--- config.mk ---
export PLATFORM = sky130hd
export DESIGN_NAME = half_sub_bist
export DESIGN_NICKNAME = d
export VERILOG_FILES = /design/src/rtl/half_sub_bist.sv
export SDC_FILE = /design/constraint.sdc
export NUM_CORES = 1
export LEC_CHECK = 0
export ABC_CLOCK_PERIOD_IN_PS = 2100
export CORE_MARGIN = 4
export CORE_UTILIZATION = 49
export CTS_BUF_LIST = sky130_fd_sc_hd__clkbuf_16
export CTS_CLUSTER_DIAMETER = 200
export DETAILED_ROUTE_END_ITERATION = 8
export GPL_ROUTABILITY_DRIVEN = 0
export PLACE_DENSITY = 0.84
export SETUP_SLACK_MARGIN = 0.5
export SYNTH_ARGS = -nofsm -noshare
export SYNTH_HDL_FRONTEND = slang
export SYNTH_SLANG_ARGS = --single-unit
--- constraint.sdc ---
create_clock -name clk -period 2.1 [get_ports clk]
set_input_delay 0.315 -clock clk [delete_from_list [all_inputs] [get_ports clk]]
set_output_delay 0.315 -clock clk [all_outputs]
set_load 0.02 [all_outputs]
--- src/rtl/half_sub_bist.sv ---
// Built-in self test for an external half subtractor.
// Walks {a,b} through 00,01,10,11 per pass and counts bad results.
module half_sub_bist #(
    parameter int SETTLE_CYCLES = 2,
    parameter int LOOPS         = 1,
    parameter int ERR_W         = 8
) (
    input  logic             clk,
    input  logic             rst_n,
    input  logic             start,
    output logic             a,
    output logic             b,
    input  logic             barrow,
    input  logic             diff,
    output logic             busy,
    output logic             done,
    output logic             pass,
    output logic [ERR_W-1:0] err_cnt,
    output logic             fail_seen,
    output logic [1:0]       first_fail_vec
);

    localparam int SW = (SETTLE_CYCLES > 1) ? $clog2(SETTLE_CYCLES) : 1;
    localparam int LW = (LOOPS > 1) ? $clog2(LOOPS) : 1;
    localparam logic [SW-1:0] SETTLE_LAST = SW'(SETTLE_CYCLES - 1);
    localparam logic [LW-1:0] LOOP_LAST   = LW'(LOOPS - 1);

    typedef enum logic [1:0] {
        IDLE,
        DRIVE,
        CHECK,
        DONE
    } state_t;

    state_t          state;
    logic [1:0]      vec;
    logic [SW-1:0]   settle;
    logic [LW-1:0]   loop_cnt;
    logic            mis;
    logic            exp_diff;
    logic            exp_barrow;

    // a/b come straight from the registered vector index
    assign a = vec[1];
    assign b = vec[0];

    assign exp_diff   = vec[1] ^ vec[0];
    assign exp_barrow = ~vec[1] & vec[0];
    assign mis        = (diff != exp_diff) | (barrow != exp_barrow);

    always_ff @(posedge clk or negedge rst_n) begin
        if (!rst_n) begin
            state          <= IDLE;
            vec            <= 2'b00;
            settle         <= '0;
            loop_cnt       <= '0;
            busy           <= 1'b0;
            done           <= 1'b0;
            pass           <= 1'b0;
            err_cnt        <= '0;
            fail_seen      <= 1'b0;
            first_fail_vec <= 2'b00;
        end else begin
            done <= 1'b0;
            unique case (state)
                IDLE: begin
                    if (start) begin
                        state          <= DRIVE;
                        busy           <= 1'b1;
                        vec            <= 2'b00;
                        settle         <= '0;
                        loop_cnt       <= '0;
                        pass           <= 1'b0;
                        err_cnt        <= '0;
                        fail_seen      <= 1'b0;
                        first_fail_vec <= 2'b00;
                    end
                end
                DRIVE: begin
                    if (settle == SETTLE_LAST) begin
                        state  <= CHECK;
                        settle <= '0;
                    end else begin
                        settle <= settle + 1'b1;
                    end
                end
                CHECK: begin
                    if (mis) begin
                        if (err_cnt != '1) begin
                            err_cnt <= err_cnt + 1'b1;
                        end
                        fail_seen <= 1'b1;
                        if (!fail_seen) begin
                            first_fail_vec <= vec;
                        end
                    end
                    if (vec == 2'b11) begin
                        vec <= 2'b00;
                        if (loop_cnt == LOOP_LAST) begin
                            state <= DONE;
                            busy  <= 1'b0;
                            done  <= 1'b1;
                            // err_cnt never wraps, so "no mismatch ever" is exact
                            pass  <= ~(fail_seen | mis);
                        end else begin
                            state    <= DRIVE;
                            loop_cnt <= loop_cnt + 1'b1;
                        end
                    end else begin
                        state <= DRIVE;
                        vec   <= vec + 2'b01;
                    end
                end
                DONE: begin
                    state <= IDLE;
                end
                default: begin
                    state <= IDLE;
                end
            endcase
        end
    end

endmodule
==> impl_metrics.env, run 1 <==
export IMPL_grt_pass1_vias=877
export IMPL_grt_overflow=0
export IMPL_maxCapViolations=0
export IMPL_synth_top_area_cell="dfrtp_1"
export IMPL_grt_pass1_wl_mm=4.14
export IMPL_required_ns=2.24
export IMPL_max_freq_ghz=0.624
export IMPL_synth_top_cell_area_share_pct=46.2
export IMPL_switching_share_pct=39.5
export IMPL_nNetsFinal=141
export IMPL_power_switching_mw=0.713
export IMPL_period_needed_ns=1.60
export IMPL_syn_nets=115
export IMPL_synth_commonest_cells="dfrtp_1 (19), nor2_1 (10), nand2_1 (8)"
export IMPL_area_growth_pct=36.4
export IMPL_tns_ns=0
export IMPL_n_antenna_cell=0
export IMPL_synthSimpleGateAreaFrac_pct=21.7
export IMPL_dp_cells=151
export IMPL_yosys_area_share_adder_pct=3.65
export IMPL_track_usage_pct=20.1
export IMPL_synth_seq_cells=19
export IMPL_worstSkewPairLatency_ns=0.25
export IMPL_rrSetupSlack_ns=0.50
export IMPL_comb_power_share_pct=46.9
export IMPL_final_fill_count=135
export IMPL_p_int_mw=1.09
export IMPL_rows=16
export IMPL_cts_root_buf="clkbuf_16"
export IMPL_cts_hold_buf=0
export IMPL_clockBufferDepth=2
export IMPL_io_buffers=20
export IMPL_num_vias=927
export IMPL_p_leak_nw=0.649
export IMPL_synth_ff_type="dfrtp_1"
export IMPL_antenna_found_initial=0
export IMPL_final_util_pct=70.8
export IMPL_hpwl_mm=1.75
export IMPL_path_buf_inv=0
export IMPL_antenna_left=0
export IMPL_yosysMostFrequentCell="dfrtp_1"
export IMPL_finalHoldViolations=0
export IMPL_die_w_um=53.8
export IMPL_finalCritPeriodShare_pct=76.4
export IMPL_async_reset_ff_share_pct=100
export IMPL_reg2reg_to="fail_seen"
export IMPL_crit_path_end_kind="flip-flop"
export IMPL_finalPower_mw=1.81
export IMPL_cp_max_fo=7
export IMPL_drt_first_pass_iters=4
export IMPL_whs_ns=0.394
export IMPL_drc=0
export IMPL_syn_avg_cell_area_um2=9.61
export IMPL_grt_max_degree=20
export IMPL_crit_type="flip-flop to flip-flop"
export IMPL_viasPerCell=5.83
export IMPL_final_cells=159
export IMPL_cts_htree_levels=1
export IMPL_path_delay_family="flip-flops"
export IMPL_pwr_share_seq_pct=31.8
export IMPL_cts_made_buffers=3
export IMPL_synthXorXnorAreaFrac_pct=1.70
export IMPL_clk_pin_slew_worst_paths_ns=0.05
export IMPL_multi_input_area_um2=551
export IMPL_skew_ns=0.00241
export IMPL_hold_path_class="primary input to async pin"
export IMPL_critPathSlowestCell="dfrtp_2"
export IMPL_synth_top_family_by_area="simple AND/OR/NAND/NOR gates"
export IMPL_cts_tree="yes"
export IMPL_cts_sinks=19
export IMPL_final_layout_size_suffix_gt1_share_pct=18.9
export IMPL_drt_iter0_drc=34
export IMPL_ioPinCount=21
export IMPL_ys_warn_count=0
export IMPL_worst_ir_drop_vdd_uv=849
export IMPL_powerDensity_mw_per_mm2=1290
export IMPL_synth_area_leaders="dfrtp_1 (46%), ha_1 (3.6%), nor2_1 (3.6%), a31oi_1 (3.0%), nand3_1 (2.9%)"
export IMPL_status="finished clean"
export IMPL_ys_seq_area_share_pct=46.2
export IMPL_crit_path_cell_trace="ha_4 -> xor2_4 -> and2_4 -> o21bai_1 -> a22o_1"
export IMPL_synth_compound_area_share_pct=21.0
export IMPL_syn_area_mm2=0.00103
export IMPL_design_core_area_mm2=0.00198
export IMPL_area_sequential_um2=478
export IMPL_r2r_start="vec[0]"
export IMPL_slowest_delay_ns=0.44
export IMPL_post_drt_wl_per_cell_um=16.2
export IMPL_maxSlewViolCount=0
export IMPL_worst_slew_pin_slew_ns=0.429
export IMPL_pwr_share_clk_pct=21.3
export IMPL_setup_violations=0
export IMPL_rsz0062_at_grt="true"
export IMPL_crit_path_start_kind="flip-flop"
export IMPL_synthCells=107
export IMPL_relSlewSlack_pct=71.4
export IMPL_worst_ep_arrival_time_ns=1.74
export IMPL_cp_num_cells=5
export IMPL_synth_area_mux_share_pct=0
export IMPL_rr_worst_depth=5
export IMPL_synth_edf_count=0
export IMPL_fp_dieArea_mm2=0.00290
export IMPL_initial_core_util_pct=51.9
export IMPL_routed_wl_mm=2.57
export IMPL_chipHeight_um=53.8
export IMPL_synth_cell_types=38
## metrics by stage
step	worst slack [ns]	cell area [um2]
6_report	0.496	1400
5_1_grt	0.419	1400
4_1_cts	0.475	1380
3_5_place_dp	0.278	1260
3_3_place_gp	0.298	1260
2_1_floorplan	0.523	1060
## flip-flops by register name, summed over array words and instances (netlist names)
name            count
busy                1
done                1
err_cnt             8
fail_seen           1
first_fail_vec      2
pass                1
settle              1
state               2
vec                 2
## kinds of logic after synthesis
kind of cell | Yosys count
flip-flops | 19
AND/OR/NAND/NOR | 43
AO/OA/AOI/OAI | 31
adder cells (fa/ha/maj) | 3
buffers and inverters | 9
XOR/XNOR | 2
## per-layer routing
metal / vias up / GRT usage (%) / wire length [um]
li1: 440 / - / -
met1: 448 / 28.4 / 1120
met2: 32 / 31.0 / 1260
met3: 7 / 1.94 / 130
met4: 0 / 8.94 / 61
met5: - / 0 / 0
## placed cells by master, fill, tap and decap left out, types with 2 or more instances in the layout
master           Yosys  final
buf_4                2      7
nor3_1               5      4
o22ai_1              2      2
nor2b_1              2      2
a21oi_1              5      3
a21oi_2              0      2
clkdlybuf4s50_1      0      9
o21ai_0              6      6
inv_1                3      3
dfrtp_2              0      2
dlygate4sd2_1        0      8
dfrtp_1             19     17
o211ai_1             2      2
ha_1                 3      2
nand2b_1             2      2
nand2_1              8      7
a22o_1               3      3
dlymetal6s2s_1       0      3
nand3_1              6      6
nor2_1              10     10
clkbuf_16            0      3
nor3_2               1      2
a31oi_1              5      5
## worst max path at each step
| stage | from | end | slack (ns) |
|---|---|---|---|
| 2_1_floorplan | vec[0] | fail_seen | 0.52 |
| 6_report | vec[0] | fail_seen | 0.50 |
| 4_1_cts | vec[1] | err_cnt[6] | 0.48 |
| 5_1_grt | vec[1] | fail_seen | 0.42 |
| 3_3_place_gp | diff | err_cnt[6] | 0.30 |
| 3_5_place_dp | diff | err_cnt[6] | 0.28 |
## power groups by stage
stage,Combinational (mW),Clock [mW],Sequential [mW]
final,0.849,0.385,0.575
after global routing,0.923,0.402,0.592
after CTS,0.816,0.388,0.573
after detailed placement,0.715,0,0.582
after global placement,0.684,0,0.579
after floorplan,0.500,0,0.597
## cell type report
| cell class | instances | area share, % |
|---|---|---|
| inverter | 3 | 0.803 |
| tap | 27 | 2.41 |
| clock inverter | 1 | 0.268 |
| sequential | 19 | 34.1 |
| multi-input combinational | 79 | 39.3 |
| timing repair buffer | 27 | 17.8 |
| clock buffer | 3 | 5.35 |
## repair_timing
action                     CTS  global route
setup buffers                2             2
gates resized for setup     14             4
setup endpoints to repair   15            13
pin swaps                    0             3
(Power assumes the default switching activity.)
==> run 2, diff against run 1 <==
--- a/config.mk
+++ b/config.mk
@@ -5,7 +5,7 @@
 export SDC_FILE = /design/constraint.sdc
 export NUM_CORES = 1
 export LEC_CHECK = 0
-export ABC_CLOCK_PERIOD_IN_PS = 2100
+export ABC_CLOCK_PERIOD_IN_PS = 1550
 export CORE_MARGIN = 4
 export CORE_UTILIZATION = 49
 export CTS_BUF_LIST = sky130_fd_sc_hd__clkbuf_16
==> constraint.sdc (replaced) <==
create_clock -name clk -period 1.55 [get_ports clk]
set_input_delay 0.2325 -clock clk [delete_from_list [all_inputs] [get_ports clk]]
set_output_delay 0.2325 -clock clk [all_outputs]
set_load 0.02 [all_outputs]
==> run 2 against run 1 <==
The run now ends with negative setup slack left. Flip-flop and latch count is the same. Hold slack lost 0.065 ns. Register-to-register slack got worse by 0.61 ns. First-iteration DRC count increased by 110%. Utilization is 18 points higher. Cell area grew 25%. Power is 80% higher. Routed wire length increased by 54%. Largest power group unchanged. Cell count rose by 19%.
==> impl_metrics.env, run 2 (synthesized netlist as in run 1, its figures left out) <==
export IMPL_clockBufferDepth=2
export IMPL_worstSkewPairLatency_ns=0.25
export IMPL_dpl_instance_area_mm2=0.00136
export IMPL_chipHeight_um=53.8
export IMPL_final_fill_count=80
export IMPL_crit_path_cell_trace="nand2b_2 -> nor4_1 -> nand3_1 -> o21ai_1"
export IMPL_violations="negative setup slack"
export IMPL_setup_violations=5
export IMPL_final_util_pct=88.8
export IMPL_worst_slew_pin_slew_ns=0.531
export IMPL_cts_sinks=19
export IMPL_routed_wl_mm=3.96
export IMPL_rr_worst_depth=4
export IMPL_maxSlewViolCount=0
export IMPL_powerDensity_mw_per_mm2=1850
export IMPL_antenna_left=0
export IMPL_hpwl_mm=1.80
export IMPL_mostFrequentLayoutCell="buf_4"
export IMPL_p_leak_nw=0.800
export IMPL_crit_type="flip-flop to flip-flop"
export IMPL_dp_cells=164
export IMPL_comb_power_share_pct=59.7
export IMPL_worst_ep_arrival_time_ns=1.83
export IMPL_switching_share_pct=39.5
export IMPL_final_cell_mix="buf_4 (28), buf_6 (20), dfrtp_1 (13)"
export IMPL_grt_overflow=0
export IMPL_initial_core_util_pct=51.9
export IMPL_finalCritPeriodShare_pct=107
export IMPL_antenna_found_initial=0
export IMPL_drt_iter0_drc=70
export IMPL_stdcell_area_mm2=0.00176
export IMPL_die_w_um=53.8
export IMPL_p_int_mw=1.96
export IMPL_largest_register="err_cnt"
export IMPL_critPathSlowestCell="nor4_1"
export IMPL_io_buffers=20
export IMPL_post_drt_wl_per_cell_um=21.0
export IMPL_drt_first_pass_iters=4
export IMPL_viasPerCell=6.11
export IMPL_nNetsFinal=171
export IMPL_clk_pin_slew_worst_paths_ns=0.06
export IMPL_cts_made_buffers=3
export IMPL_worst_slack_ns=-0.114
export IMPL_finalHoldViolations=0
export IMPL_design_core_area_mm2=0.00198
export IMPL_final_cells=189
export IMPL_crit_end="err_cnt[5]"
export IMPL_rrSetupSlack_ns=-0.11
export IMPL_cts_tree="yes"
export IMPL_cts_htree_levels=1
export IMPL_period_needed_ns=1.66
export IMPL_status="complete, but fails checks"
export IMPL_relSlewSlack_pct=64.3
export IMPL_pwr_share_seq_pct=24.0
export IMPL_crit_path_end_kind="flip-flop"
export IMPL_power_switching_mw=1.28
export IMPL_grt_max_degree=20
export IMPL_pwr_share_clk_pct=16.3
export IMPL_grt_pass1_vias=1042
export IMPL_required_ns=1.72
export IMPL_grt_pass1_wl_mm=4.81
export IMPL_rows=16
export IMPL_largest_register_ffs=8
export IMPL_cp_startpoint="state[0]"
export IMPL_num_vias=1154
export IMPL_worst_ir_drop_vdd_uv=1610
export IMPL_area_growth_pct=71.0
export IMPL_r2r_start="state[0]"
export IMPL_max_freq_ghz=0.601
export IMPL_skew_ns=0.00445
export IMPL_hold_path_class="primary input to async pin"
export IMPL_slowest_delay_ns=0.54
export IMPL_drc=0
export IMPL_cts_hold_buf=0
export IMPL_n_antenna_cell=0
export IMPL_maxCapViolations=0
export IMPL_reg2reg_to="err_cnt[5]"
export IMPL_cts_root_buf="clkbuf_16"
export IMPL_rsz0062_at_grt="true"
export IMPL_final_layout_size_suffix_gt1_share_pct=56.2
export IMPL_fp_dieArea_mm2=0.00290
export IMPL_place_worst_setup_slack_ns=-0.0998
export IMPL_ioPinCount=21
export IMPL_cp_max_fo=10
export IMPL_crit_path_start_kind="flip-flop"
export IMPL_track_usage_pct=23.2
## run 2: metrics by stage
step           total power, mW  TNS [ns]  hold WS [ns]
6_report                  3.25    -0.255         0.330
2_1_floorplan             1.51   -0.0219       -0.0631
4_1_cts                   2.66         0         0.319
5_1_grt                   3.39    -0.759         0.354
3_5_place_dp              1.94    -0.633         0.490
3_3_place_gp              1.92    -0.559         0.488
## run 2: worst min path at each step
stage	to	slack (ns)	cells after the start
global placement	first_fail_vec[1]	0.49	1
finish	pass	0.33	2
floorplan	busy	-0.06	0
CTS	busy	0.32	2
global route	pass	0.35	2
detailed placement	first_fail_vec[0]	0.49	1
## run 2: per-layer routing
metal / track usage, % / wire length (um) / up-vias
met1: 29.8 / 1580 / 561
met3: 4.43 / 220 / 21
met4: 11.1 / 161 / 0
met2: 37.3 / 2000 / 65
met5: 0 / 0 / -
li1: - / - / 507
## run 2: power by group through the flow
stage               logic [mW]  registers [mW]  clock network (mW)
floorplan                0.697           0.810                   0
global placement          1.16           0.754                   0
detailed placement        1.18           0.761                   0
CTS                       1.37           0.758               0.530
global route              2.03           0.794               0.560
finish                    1.94           0.778               0.529
## run 2: timing repair
item                                    CTS  global route
setup buffers                             9            11
cloned                                    0             1
resized for setup                        87            46
endpoints found under the setup margin   33            32
pin swaps                                 6             8
## run 2: cell type report
class	instances	area, um2	share of cell area, %
Multi-Input combinational cell	79	649	36.9
Timing Repair Buffer	57	499	28.4
Sequential cell	19	483	27.5
Clock buffer	3	75.1	4.27
Tap cell	27	33.8	1.92
Inverter	3	13.8	0.782
Clock inverter	1	5.00	0.284
## run 2: critical path: cells and delay by family (launching register included)
| family | cells | cell delay (ns) |
|---|---|---|
| AO/OA/AOI/OAI | 1 | 0.13 |
| flip-flops | 1 | 0.43 |
| AND/OR/NAND/NOR | 3 | 1.02 |
